`config.mk`:
```
export PLATFORM = sky130hd
export DESIGN_NAME = hht_mem_responder
export DESIGN_NICKNAME = d
export VERILOG_FILES = /design/src/rtl/hht_pkg.sv /design/src/rtl/hht_rd_port.sv /design/src/rtl/hht_mem_responder.sv
export SDC_FILE = /design/constraint.sdc
export NUM_CORES = 2
export LEC_CHECK = 0
export ABC_AREA = 0
export BUFFER_PORTS_ARGS = -buffer_cell sky130_fd_sc_hd__buf_2
export CAP_MARGIN = 30
export CORE_ASPECT_RATIO = 0.6
export CORE_MARGIN = 2
export CORE_UTILIZATION = 57
export CTS_CLUSTER_DIAMETER = 40
export CTS_CLUSTER_SIZE = 16
export DETAILED_ROUTE_END_ITERATION = 8
export PLACE_DENSITY_LB_ADDON = 0.08
export SYNTH_ARGS = -nofsm -noshare
export SYNTH_HDL_FRONTEND = slang
export SYNTH_HIERARCHICAL = 1
export SYNTH_MEMORY_MAX_BITS = 65536
export SYNTH_SLANG_ARGS = --single-unit
```
`constraint.sdc`:
```
create_clock -name Clk -period 7.1 [get_ports Clk]
set_input_delay 0 -clock Clk [delete_from_list [all_inputs] [get_ports Clk]]
set_output_delay 0 -clock Clk [all_outputs]
set_load 0.02 [all_outputs]
```
`src/rtl/hht_pkg.sv`:
```
// Shared definitions for the HHT memory responder: miss sentinel, region
// select encoding and the address-window check used by reads and writes.
package hht_pkg;

  localparam logic [31:0] SENTINEL = 32'd99999;

  typedef enum logic {
    REG_COL = 1'b0,
    REG_V   = 1'b1
  } region_e;

  typedef struct packed {
    logic        hit;
    logic [31:0] index;
  } win_t;

  // Upper bound is formed in 33 bits so a window near the top of the address
  // space never wraps around to cover low addresses.
  function automatic win_t win_check(input logic [31:0] base,
                                     input logic [32:0] limit,
                                     input logic [31:0] addr);
    win_t        w;
    logic [32:0] end_addr;
    end_addr = {1'b0, base} + limit;
    w.index  = addr - base;
    w.hit    = (addr >= base) && ({1'b0, addr} < end_addr);
    return w;
  endfunction

endpackage

```
`src/rtl/hht_rd_port.sv`:
```
// One read port of the responder: register-file storage with per-entry
// written bits, window check at request time and an RD_LAT-deep response pipe.
module hht_rd_port
  import hht_pkg::*;
#(
  parameter int          DEPTH     = 128,
  parameter int          RD_LAT    = 2,
  parameter logic [31:0] MISS_DATA = SENTINEL,
  localparam int         IW        = $clog2(DEPTH)
) (
  input  logic          clk,
  input  logic          rst,
  input  logic [31:0]   base,
  input  logic [32:0]   limit,
  input  logic          rd_en,
  input  logic [31:0]   addr,
  input  logic          we,
  input  logic [IW-1:0] widx,
  input  logic [31:0]   wdata,
  output logic [31:0]   rdata,
  output logic          rvalid,
  output logic          miss
);

  logic [31:0]       mem [DEPTH];
  logic [DEPTH-1:0]  written;

  win_t              rd_win;
  logic              unused_idx;
  logic              req_v_q;
  logic              req_hit_q;
  logic [IW-1:0]     req_idx_q;
  logic [31:0]       look_data;
  logic              look_miss;

  logic [RD_LAT-1:0] v_q;
  logic [RD_LAT-1:0] m_q;
  logic [31:0]       d_q [RD_LAT];

  assign rd_win     = win_check(base, limit, addr);
  assign unused_idx = ^rd_win.index[31:IW];

  always_ff @(posedge clk) begin
    if (we && !rst) begin
      mem[widx] <= wdata;
    end
  end

  always_ff @(posedge clk) begin
    if (rst) begin
      written <= '0;
    end else if (we) begin
      written[widx] <= 1'b1;
    end
  end

  // The window is resolved when the request is sampled; the array is read one
  // cycle later, so a write sampled on the same edge is already visible.
  always_ff @(posedge clk) begin
    if (rst) begin
      req_v_q   <= 1'b0;
      req_hit_q <= 1'b0;
      req_idx_q <= '0;
    end else begin
      req_v_q   <= rd_en;
      req_hit_q <= rd_win.hit;
      req_idx_q <= rd_win.index[IW-1:0];
    end
  end

  always_comb begin
    look_data = MISS_DATA;
    look_miss = 1'b1;
    if (req_hit_q && written[req_idx_q]) begin
      look_data = mem[req_idx_q];
      look_miss = 1'b0;
    end
  end

  // Data and miss only advance with a valid token, so the last stage holds
  // its previous response while idle.
  always_ff @(posedge clk) begin
    if (rst) begin
      v_q <= '0;
      m_q <= '0;
      for (int i = 0; i < RD_LAT; i++) begin
        d_q[i] <= '0;
      end
    end else begin
      v_q[0] <= req_v_q;
      if (req_v_q) begin
        d_q[0] <= look_data;
        m_q[0] <= look_miss;
      end
      for (int i = 1; i < RD_LAT; i++) begin
        v_q[i] <= v_q[i-1];
        if (v_q[i-1]) begin
          d_q[i] <= d_q[i-1];
          m_q[i] <= m_q[i-1];
        end
      end
    end
  end

  assign rdata  = d_q[RD_LAT-1];
  assign rvalid = v_q[RD_LAT-1];
  assign miss   = m_q[RD_LAT-1];

endmodule

```
`src/rtl/hht_mem_responder.sv`:
```
// Two-port read responder for HHT column and vector traffic. A request is
// sampled on a rising edge with rd_en high; its response appears RD_LAT edges
// later for one cycle with rvalid high. There is no backpressure on any port.
module hht_mem_responder #(
  parameter int          COL_DEPTH = 128,
  parameter int          V_DEPTH   = 16,
  parameter int          RD_LAT    = 2,
  parameter logic [31:0] SENTINEL  = hht_pkg::SENTINEL
) (
  input  logic        Clk,
  input  logic        Rst,
  input  logic [31:0] col_base,
  input  logic [31:0] v_base,
  input  logic [31:0] csize,
  input  logic        rd1_en,
  input  logic [31:0] addr1,
  output logic [31:0] rdata1,
  output logic        rvalid1,
  output logic        miss1,
  input  logic        rd2_en,
  input  logic [31:0] addr2,
  output logic [31:0] rdata2,
  output logic        rvalid2,
  output logic        miss2,
  input  logic        WR,
  input  logic        wsel,
  input  logic [31:0] waddr,
  input  logic [31:0] wdata,
  output logic        wr_err,
  output logic [15:0] rd_count
);

  localparam int CIW = $clog2(COL_DEPTH);
  localparam int VIW = $clog2(V_DEPTH);
  localparam int MIW = (CIW > VIW) ? CIW : VIW;

  logic [32:0]      col_limit;
  logic [32:0]      v_limit;
  hht_pkg::region_e wr_region;
  hht_pkg::win_t    wr_win;
  logic             col_we;
  logic             v_we;
  logic             unused_widx;
  logic [16:0]      cnt_sum;

  // The active column window never exceeds the physical column storage.
  assign col_limit = (csize > 32'(COL_DEPTH)) ? 33'(COL_DEPTH) : {1'b0, csize};
  assign v_limit   = 33'(V_DEPTH);

  assign wr_region   = hht_pkg::region_e'(wsel);
  assign wr_win      = (wr_region == hht_pkg::REG_V) ?
                       hht_pkg::win_check(v_base, v_limit, waddr) :
                       hht_pkg::win_check(col_base, col_limit, waddr);
  assign col_we      = WR && (wr_region == hht_pkg::REG_COL) && wr_win.hit;
  assign v_we        = WR && (wr_region == hht_pkg::REG_V) && wr_win.hit;
  assign unused_widx = ^wr_win.index[31:MIW];

  hht_rd_port #(
    .DEPTH    (COL_DEPTH),
    .RD_LAT   (RD_LAT),
    .MISS_DATA(SENTINEL)
  ) u_col_port (
    .clk   (Clk),
    .rst   (Rst),
    .base  (col_base),
    .limit (col_limit),
    .rd_en (rd1_en),
    .addr  (addr1),
    .we    (col_we),
    .widx  (wr_win.index[CIW-1:0]),
    .wdata (wdata),
    .rdata (rdata1),
    .rvalid(rvalid1),
    .miss  (miss1)
  );

  hht_rd_port #(
    .DEPTH    (V_DEPTH),
    .RD_LAT   (RD_LAT),
    .MISS_DATA(SENTINEL)
  ) u_v_port (
    .clk   (Clk),
    .rst   (Rst),
    .base  (v_base),
    .limit (v_limit),
    .rd_en (rd2_en),
    .addr  (addr2),
    .we    (v_we),
    .widx  (wr_win.index[VIW-1:0]),
    .wdata (wdata),
    .rdata (rdata2),
    .rvalid(rvalid2),
    .miss  (miss2)
  );

  assign cnt_sum = {1'b0, rd_count} + {16'd0, rd1_en} + {16'd0, rd2_en};

  always_ff @(posedge Clk) begin
    if (Rst) begin
      wr_err   <= 1'b0;
      rd_count <= '0;
    end else begin
      wr_err   <= WR && !wr_win.hit;
      rd_count <= cnt_sum[16] ? 16'hFFFF : cnt_sum[15:0];
    end
  end

endmodule

```
==> metrics.cfg <==
[sta]
setup-violations-final=0
rsz0062_at_grt=no
skew_ps=80.0
fin_setup_tns_ps=0
min_period_over_period_pct=92.5
slew_headroom_pct=9.59
final_max_slew_viol_count=0
hold_viol=0
period_needed_ps=6560
tightest_slew_ps=1360
max_freq_ghz=0.152
setup_slack_ps=536

[synthesis]
yosysSeqAreaShare_pct=73.4
yosysWarnings=6
yosysTopAreaCellShare_pct=71.5
synth-seq-cells=4920
synth_edf_count=4736
syn_area_mm2=0.199
yosys.cell_count.top_type=edfxtp_1
synth_flop_cell=edfxtp_1
synth_area_leaders=edfxtp_1 72%, mux4_2 17%, ha_1 2.2%, dfxtp_1 1.9%, inv_1 0.59%
synthTopCellsByCount=4736 x edfxtp_1, 1529 x mux4_2, 347 x ha_1
avgSynthCellArea_um2=21.3
synthCells=9332
async_flop_share_pct=0
yosysTopAreaCell=edfxtp_1
ys_types=90

[global_routing]
grt_pass1_vias=96900
grt_pass1_wl_mm=797
grt_antenna_before_repair=113
grt-ovfl-total=0
grt_start_max_net_pins=123
grt_use_total_pct=32.8

[setup_path]
r2r_cells=10
cp_common_cell=a21oi_1
rr_startpoint=u_col_port/req_idx_q[0]$_SDFF_PP0_
crit_path_start_kind=input pin
crit_fanout=32
critPathLaunch=csize[13]
required_ps=7760
r2r-end=u_col_port/d_q[0][25]$_SDFFCE_PN0P_
crit_slowest_cell=and2_1
path_class=in2reg
arrival_ps=7230
worstSetupEndpointType=flip-flop
reg2reg_setup_slack_ps=2310
crit_path_end=u_col_port/mem[8][25]$_DFFE_PP_
slowest_delay_ps=510

[final_layout]
drive_gt1_share_pct=30.5
nNetsFinal=10800
nFillCells=22300
syn2layout_area_growth_pct=14.4
fin_util_pct=65.7

[outcome]
status=completed

[power]
leakagePower_nw=72.7
cellPowerDensity_mw_per_mm2=280
max-vdd-ir-drop_uv=306

[route]
wl_per_cell_um=38.0
wl_mm=580
first_iter_violations=17600
vias=104000
ant_nets=0
drcViolationCount=0
drtPass1Iterations=6
viasPerCell=6.82

[placement]
gp_congestion=0.929
dpl.hpwl_mm=381
place_ws_ps=-230
portBuffers=314

[clock_network]
post_cts_resized=0
clkTransAtPathRegs_ps=70
numClockSinks=4920
root_buffer=clkbuf_16
clock_latency_ps=990
clock_path_buffers=4
tritoncts=built
cts_made_buffers=447
cts_max_level=5

[floorplan]
die-area_mm2=0.354
die_w_um=767
initial_core_util_pct=57.4
rows=167
fp.coreArea_mm2=0.346
io_pins=315
die_y_um=462

[min_path]
min_path_type=in2reg

[job]
max_cap_viol_count=0

[cell families after synthesis]
kind of cell	after synthesis	synth area share [%]
buffers and inverters	820	1.81
adder cells (fa/ha/maj)	355	2.26
other	2	0.00378
AND/OR/NAND/NOR	778	1.93
flip-flops	4920	73.4
AO/OA/AOI/OAI	754	2.51
multiplexers	1569	17.5
XOR/XNOR	134	0.590
[cell type report]
type | count | area [um^2] | area share, %
well taps | 4647 | 5810 | 2.56
inverters | 312 | 1170 | 0.515
multi-input cells | 3677 | 50900 | 22.4
repair buffers | 862 | 8490 | 3.73
flip-flops and latches | 4920 | 146000 | 64.1
diodes | 36 | 90.1 | 0.0396
clock buffers | 504 | 11700 | 5.15
clock inverters | 308 | 3410 | 1.50
[placed cells by master, fill, tap and decap left out, types with 42 or more instances in the layout]
master,netlist,layout
edfxtp_1,4736,4736
mux4_2,1529,1529
clkbuf_16,0,458
ha_1,347,347
inv_1,311,311
buf_4,82,293
buf_2,122,283
a21oi_1,199,198
buf_12,0,183
dfxtp_1,184,173
nor2b_1,149,149
nor2_1,290,148
nor2_4,1,143
o22ai_1,131,131
a21o_1,114,114
nand2_1,106,99
dlygate4sd3_1,0,91
conb_1,2,87
o21ai_0,78,78
xnor2_1,77,77
a211oi_1,68,68
xor2_1,57,57
clkinv_4,0,50
nand3_1,55,49
clkinv_1,1,49
clkinvlp_4,0,48
bufinv_16,0,47
clkinv_2,0,45
nand4_1,42,42
inv_6,0,42
[through the flow]
| stage | power [mW] | std cells | instance area, um^2 | hold WS [ps] |
|---|---|---|---|---|
| 6_report | 63.8 | 15300 | 227000 | 81.6 |
| 5_1_grt | 65.4 | 15200 | 227000 | 49.2 |
| 3_5_place_dp | 39.2 | 14300 | 211000 | 258 |
| 3_3_place_gp | 39.1 | 14300 | 211000 | 241 |
| 4_1_cts | 63.8 | 15200 | 227000 | 4.07 |
| 2_1_floorplan | 36.1 | 9417 | 199000 | 83.0 |
[what timing repair did]
item,CTS,global route
hold buffers,91,0
setup buffers,0,0
endpoints found under the hold margin,1750,0
[state kept, by name (all words and copies together) (netlist names), 4 cells and up]
signal and count:
rd_count 16, u_v_port/written 16, u_v_port/mem 512, u_v_port/d_q 64
u_col_port/mem 4096, u_v_port/req_idx_q 4, u_col_port/d_q 64, u_col_port/written 128
u_col_port/req_idx_q 7
[per-layer routing]
metal / GRT usage (%) / vias up / wire, um
li1: - / 40900 / -
met1: 53.2 / 55100 / 238000
met2: 41.8 / 7471 / 230000
met3: 13.6 / 639 / 99800
met4: 6.21 / 38 / 11700
met5: 0.147 / - / 406
[worst min path at each step]
stage | start | to | slack [ps] | cells past startpoint
finish | wdata[14] | u_col_port/mem[109][14]$_DFFE_PP_ | 80 | 2
detailed placement | rd2_en | u_v_port/req_v_q$_SDFF_PP0_ | 260 | 2
floorplan | Rst | u_v_port/v_q[1]$_SDFF_PP0_ | 80 | 1
global route | addr2[0] | u_v_port/req_idx_q[0]$_SDFF_PP0_ | 50 | 5
global placement | rd2_en | u_v_port/req_v_q$_SDFF_PP0_ | 240 | 2
CTS | addr2[0] | u_v_port/req_idx_q[0]$_SDFF_PP0_ | 4 | 5
[report_power, final]
group          internal [mW]  total (mW)  switching (mW)
Combinational           2.47        6.83            4.36
Sequential              31.9        32.0           0.162
Clock                   13.8        24.9            11.1
[critical path, delay by kind of cell]
kind,cells,cell delay [ps]
buffers and inverters,5,880
muxes,1,100
and+or+nand+nor,10,2250
AOI/OAI and AO/OA,12,3000
adders and majority gates,3,930
No activity file was read; power rests on OpenSTA's default activity.
